[src/rtl/display_interface.sv]
// Eight-digit multiplexed seven-segment driver: 8x6 digit RAM, prescaled
// digit scan, and combinational active-low anode/segment/decimal-point outputs.
module display_interface #(
  parameter int unsigned CNT_W = 4
) (
  input  logic       clk,
  input  logic       rst,
  input  logic       W,
  input  logic [2:0] WADD,
  input  logic [5:0] DIN,
  output logic [7:0] E,
  output logic [7:1] segOut,
  output logic       DP
);

  logic [5:0]       ram_q [8];
  logic [CNT_W-1:0] presc_q, presc_d;
  logic [2:0]       idx_q, idx_d;

  logic [5:0] entry;
  logic       dig_en, dig_dp;
  logic [3:0] dig_hex;
  logic [7:1] pattern;

  always_comb begin
    presc_d = presc_q + 1'b1;
    idx_d   = idx_q;
    if (presc_q == '1) begin
      idx_d = idx_q + 3'd1;
    end
  end

  always_ff @(posedge clk) begin
    if (rst) begin
      ram_q   <= '{default: '0};
      presc_q <= '0;
      idx_q   <= '0;
    end else begin
      presc_q <= presc_d;
      idx_q   <= idx_d;
      if (W) begin
        ram_q[WADD] <= DIN;
      end
    end
  end

  // RAM read is asynchronous so a write lands on the very next cycle's outputs.
  assign entry   = ram_q[idx_q];
  assign dig_en  = entry[5];
  assign dig_hex = entry[4:1];
  assign dig_dp  = entry[0];

  always_comb begin
    pattern = 7'h7F;
    case (dig_hex)
      4'h0: pattern = 7'h01;
      4'h1: pattern = 7'h4F;
      4'h2: pattern = 7'h12;
      4'h3: pattern = 7'h06;
      4'h4: pattern = 7'h4C;
      4'h5: pattern = 7'h24;
      4'h6: pattern = 7'h20;
      4'h7: pattern = 7'h0F;
      4'h8: pattern = 7'h00;
      4'h9: pattern = 7'h04;
      4'hA: pattern = 7'h08;
      4'hB: pattern = 7'h60;
      4'hC: pattern = 7'h31;
      4'hD: pattern = 7'h42;
      4'hE: pattern = 7'h30;
      4'hF: pattern = 7'h38;
      default: pattern = 7'h7F;
    endcase
  end

  always_comb begin
    E        = '1;
    E[idx_q] = ~dig_en;
    segOut   = dig_en ? pattern : 7'h7F;
    DP       = ~(dig_dp & dig_en);
  end

endmodule

[config.mk]
export PLATFORM = sky130hd
export DESIGN_NAME = display_interface
export DESIGN_NICKNAME = d
export VERILOG_FILES = /design/src/rtl/display_interface.sv
export SDC_FILE = /design/constraint.sdc
export NUM_CORES = 1
export LEC_CHECK = 0
export ABC_AREA = 1
export CAP_MARGIN = 15
export CORE_MARGIN = 1
export CORE_UTILIZATION = 25
export CTS_BUF_LIST = sky130_fd_sc_hd__clkbuf_8
export DETAILED_ROUTE_END_ITERATION = 7
export PLACE_DENSITY = 0.39
export SKIP_CTS_REPAIR_TIMING = 1
export SYNTH_ARGS = -nofsm -noshare
export SYNTH_HDL_FRONTEND = slang
export SYNTH_SLANG_ARGS = --single-unit
[constraint.sdc]
create_clock -name clk -period 3.2 [get_ports clk]
set_input_delay 0.96 -clock clk [delete_from_list [all_inputs] [get_ports clk]]
set_output_delay 0.96 -clock clk [all_outputs]
set_load 0.01 [all_outputs]
==> results.yml <==
status:
  status: "completed"
yosys:
  mappedNetlistArea_um2: 2799
  yosys_warnings: 0
  syn_inst: 435
  yosysSeqAreaShare: 0.3934
  synth_area_leaders: "dfxtp_1, nand2_1, a21oi_1, nor2_1, inv_1"
  synth-main-ff-cell: "dfxtp_1"
  syn_avg_cell_area_um2: 6.434
  syn_nets: 455
  synth.top_cells.by_count: "nand2_1, dfxtp_1, nor2_1, a21oi_1, inv_1"
  synth_top_area_frac: 0.3934
  synth-edff-count: 0
  yosysTopAreaCell: "dfxtp_1"
  synth.distinct_cells: 25
  yosysMostFrequentCell: "nand2_1"
  ys_ff_latch: 55
  async_flop_share: 0
detailed_routing:
  remaining_drc_errors: 0
  vias: 2769
  drt-total-wl_um: 8279
  drtPass1Iterations: 4
  drtIter0Drc: 158
  vias_per_cell: 4.466
  post_drt_wl_per_cell_um: 13.35
  ant_nets: 0
floorplan:
  die_width_um: 107.8
  fp-row-count: 38
  initial_utilization: 0.2571
  dieArea_um2: 11620
  die_h_um: 107.8
  core_um2: 10890
  ioPinCount: 28
global_route:
  grt.total_usage: 0.1506
  grt_pass1_vias: 2560
  grt-ovfl-total: 0
  grt_max_degree: 56
  antenna_found_initial: 0
  grt_first_pass_wirelength_um: 13440
placed_design:
  dp.cells: 610
  dp_hpwl_um: 6204
  port_buffers: 27
  place.gp.congestion: 0.7635
final_layout:
  nets: 500
  finalNonFillerCells: 620
  seq_area_um2: 1112
  final_core_util: 0.3279
  fillers: 1221
  drive_above_1_share: 0.1396
  n_antenna_cell: 0
  multiInputGateArea_um2: 1504
  syn_to_final_growth_pct: 27.54
pwr:
  leakage_nw: 1.425
  vdd_ir_drop_max_mv: 0.1731
  power.density_nw_per_um2: 356.0
worst_setup_path:
  critPathCaptureType: "primary output"
  crit_required_ns: 2.24
  crit_path_max_incr_delay_ns: 0.43
  worstPathArrival_ns: 2.08
  endpoint: "segOut[4]"
  critPathKind: "reg -> out"
  cp.depth: 14
  crit_path_start_kind: "flop"
  worst-r2r-setup-slack_ns: 1.93
  slowest_stage: "dfxtp_4"
  reg2reg_depth: 5
  crit_buf_inv: 4
  worstPathMaxFanout: 17
  r2r-start: "idx_q[0]$_SDFFE_PP0N_"
  crit_family: "simple AND/OR/NAND/NOR gates"
  r2r_end: "idx_q[1]$_SDFFE_PP0N_"
  path_cells: "clkinv_8 -> nor2_4 -> nand2_1 -> nand2_1 -> nor2_2 -> nand2_1 -> inv_1 -> ha_1 -> inv_1 -> o21ai_0 -> nand2_1 -> nand2_1 -> nand3_1 -> clkbuf_2"
  path_common_cell: "nand2_1"
  critPathLaunch: "idx_q[0]$_SDFFE_PP0N_"
sta:
  relSlewSlack: 0.5815
  finalHoldViolations: 0
  rsz0062_at_grt: "yes"
  slew_violations: 0
  worstMarginPinSlew_ns: 0.6278
  max_freq_mhz: 329.0
  fin_hold_ws_ns: 0.4579
  period_needed_ns: 3.040
  period_share: 0.9500
  totalNegativeSetupSlack_ns: 0
  finClkSkew_ns: 0.001182
  setup_violations: 0
clock_network:
  clk-insertion-delay-late_ns: 0.31
  cts_tree: "built"
  clk_path_buf_depth: 2
  path_clk_slew_ns: 0.10
  root_buffer: "clkbuf_8"
  htree_levels: 2
  cts_made_buffers: 5
  cts.sinks: 55
min_path:
  worstHoldPathType: "reg -> reg"
  min_path_cells: 1
job:
  cap_violations: 0
==> per-layer routing <==
metal | global-route usage | wire length (um) | share of wire | vias to the layer above
met5 | 0 | 0 | 0 | -
met4 | 0.02935 | 69 | 0.0083 | 0
met3 | 0.02058 | 267 | 0.032 | 6
met2 | 0.2550 | 3886 | 0.47 | 44
met1 | 0.2029 | 4055 | 0.49 | 1266
li1 | - | - | - | 1453
==> cell usage in the layout (no fill, tap or decap), drive strengths merged <==
master	synthesis	routed
buf	14	30
a22oi	1	1
bufinv	0	1
dfxtp	55	55
nor3	1	1
nor2	55	55
nand3	18	18
clkbuf	5	9
nand4	2	2
o21bai	1	1
nand3b	1	1
a21oi	44	44
clkdlybuf4s50	0	19
dlymetal6s2s	0	4
nor3b	1	1
nand2	174	174
inv	36	36
clkinv	0	1
a211oi	11	11
ha	8	8
o21ai	8	8
==> how the worst min path moves through the flow <==
stage,startpoint,endpoint
6_report,presc_q[0]$_SDFF_PP0_,presc_q[0]$_SDFF_PP0_
5_1_grt,ram_q[38]$_SDFFE_PP0P_,ram_q[38]$_SDFFE_PP0P_
4_1_cts,presc_q[0]$_SDFF_PP0_,presc_q[0]$_SDFF_PP0_
3_5_place_dp,presc_q[0]$_SDFF_PP0_,presc_q[0]$_SDFF_PP0_
3_3_place_gp,presc_q[0]$_SDFF_PP0_,presc_q[0]$_SDFF_PP0_
2_1_floorplan,presc_q[0]$_SDFF_PP0_,presc_q[0]$_SDFF_PP0_
==> stage by stage <==
| step | setup slack, ns | area, um^2 | power [W] |
|---|---|---|---|
| floorplan | 0.5585 | 2799 | 0.0007912 |
| global placement | -0.07338 | 3342 | 0.0008383 |
| detailed placement | -0.06804 | 3342 | 0.0008385 |
| CTS | -0.4496 | 3445 | 0.001292 |
| global route | -0.02251 | 3570 | 0.001331 |
| finish | 0.1601 | 3570 | 0.001271 |
==> cell families after synthesis <==
logic type                 after synthesis  synth area share
adders and majority gates                8           0.03576
AOI/OAI and AO/OA                       65            0.1278
and+or+nand+nor                        252            0.3590
DFF                                     55            0.3934
buffers and inverters                   55           0.08404
==> layout make-up <==
type | instances | share of cell area
repair buffers | 57 | 0.1479
well taps | 140 | 0.04907
flip-flops and latches | 55 | 0.3116
multi-input cells | 325 | 0.4213
clock inverters | 2 | 0.009464
inverters | 36 | 0.04136
clock buffers | 5 | 0.01928
==> power by group <==
part           total (W)  internal [W]  switching, W
Clock           0.000451      0.000227      0.000224
Sequential      0.000708      0.000699    0.00000881
Combinational   0.000112     0.0000419     0.0000699
Total            0.00127      0.000968      0.000303
==> sequential cells by signal, summed over array words and instances (netlist names) <==
name and flops:
ram_q 48, presc_q 4, idx_q 3
No activity file was read; power rests on OpenSTA's default activity.
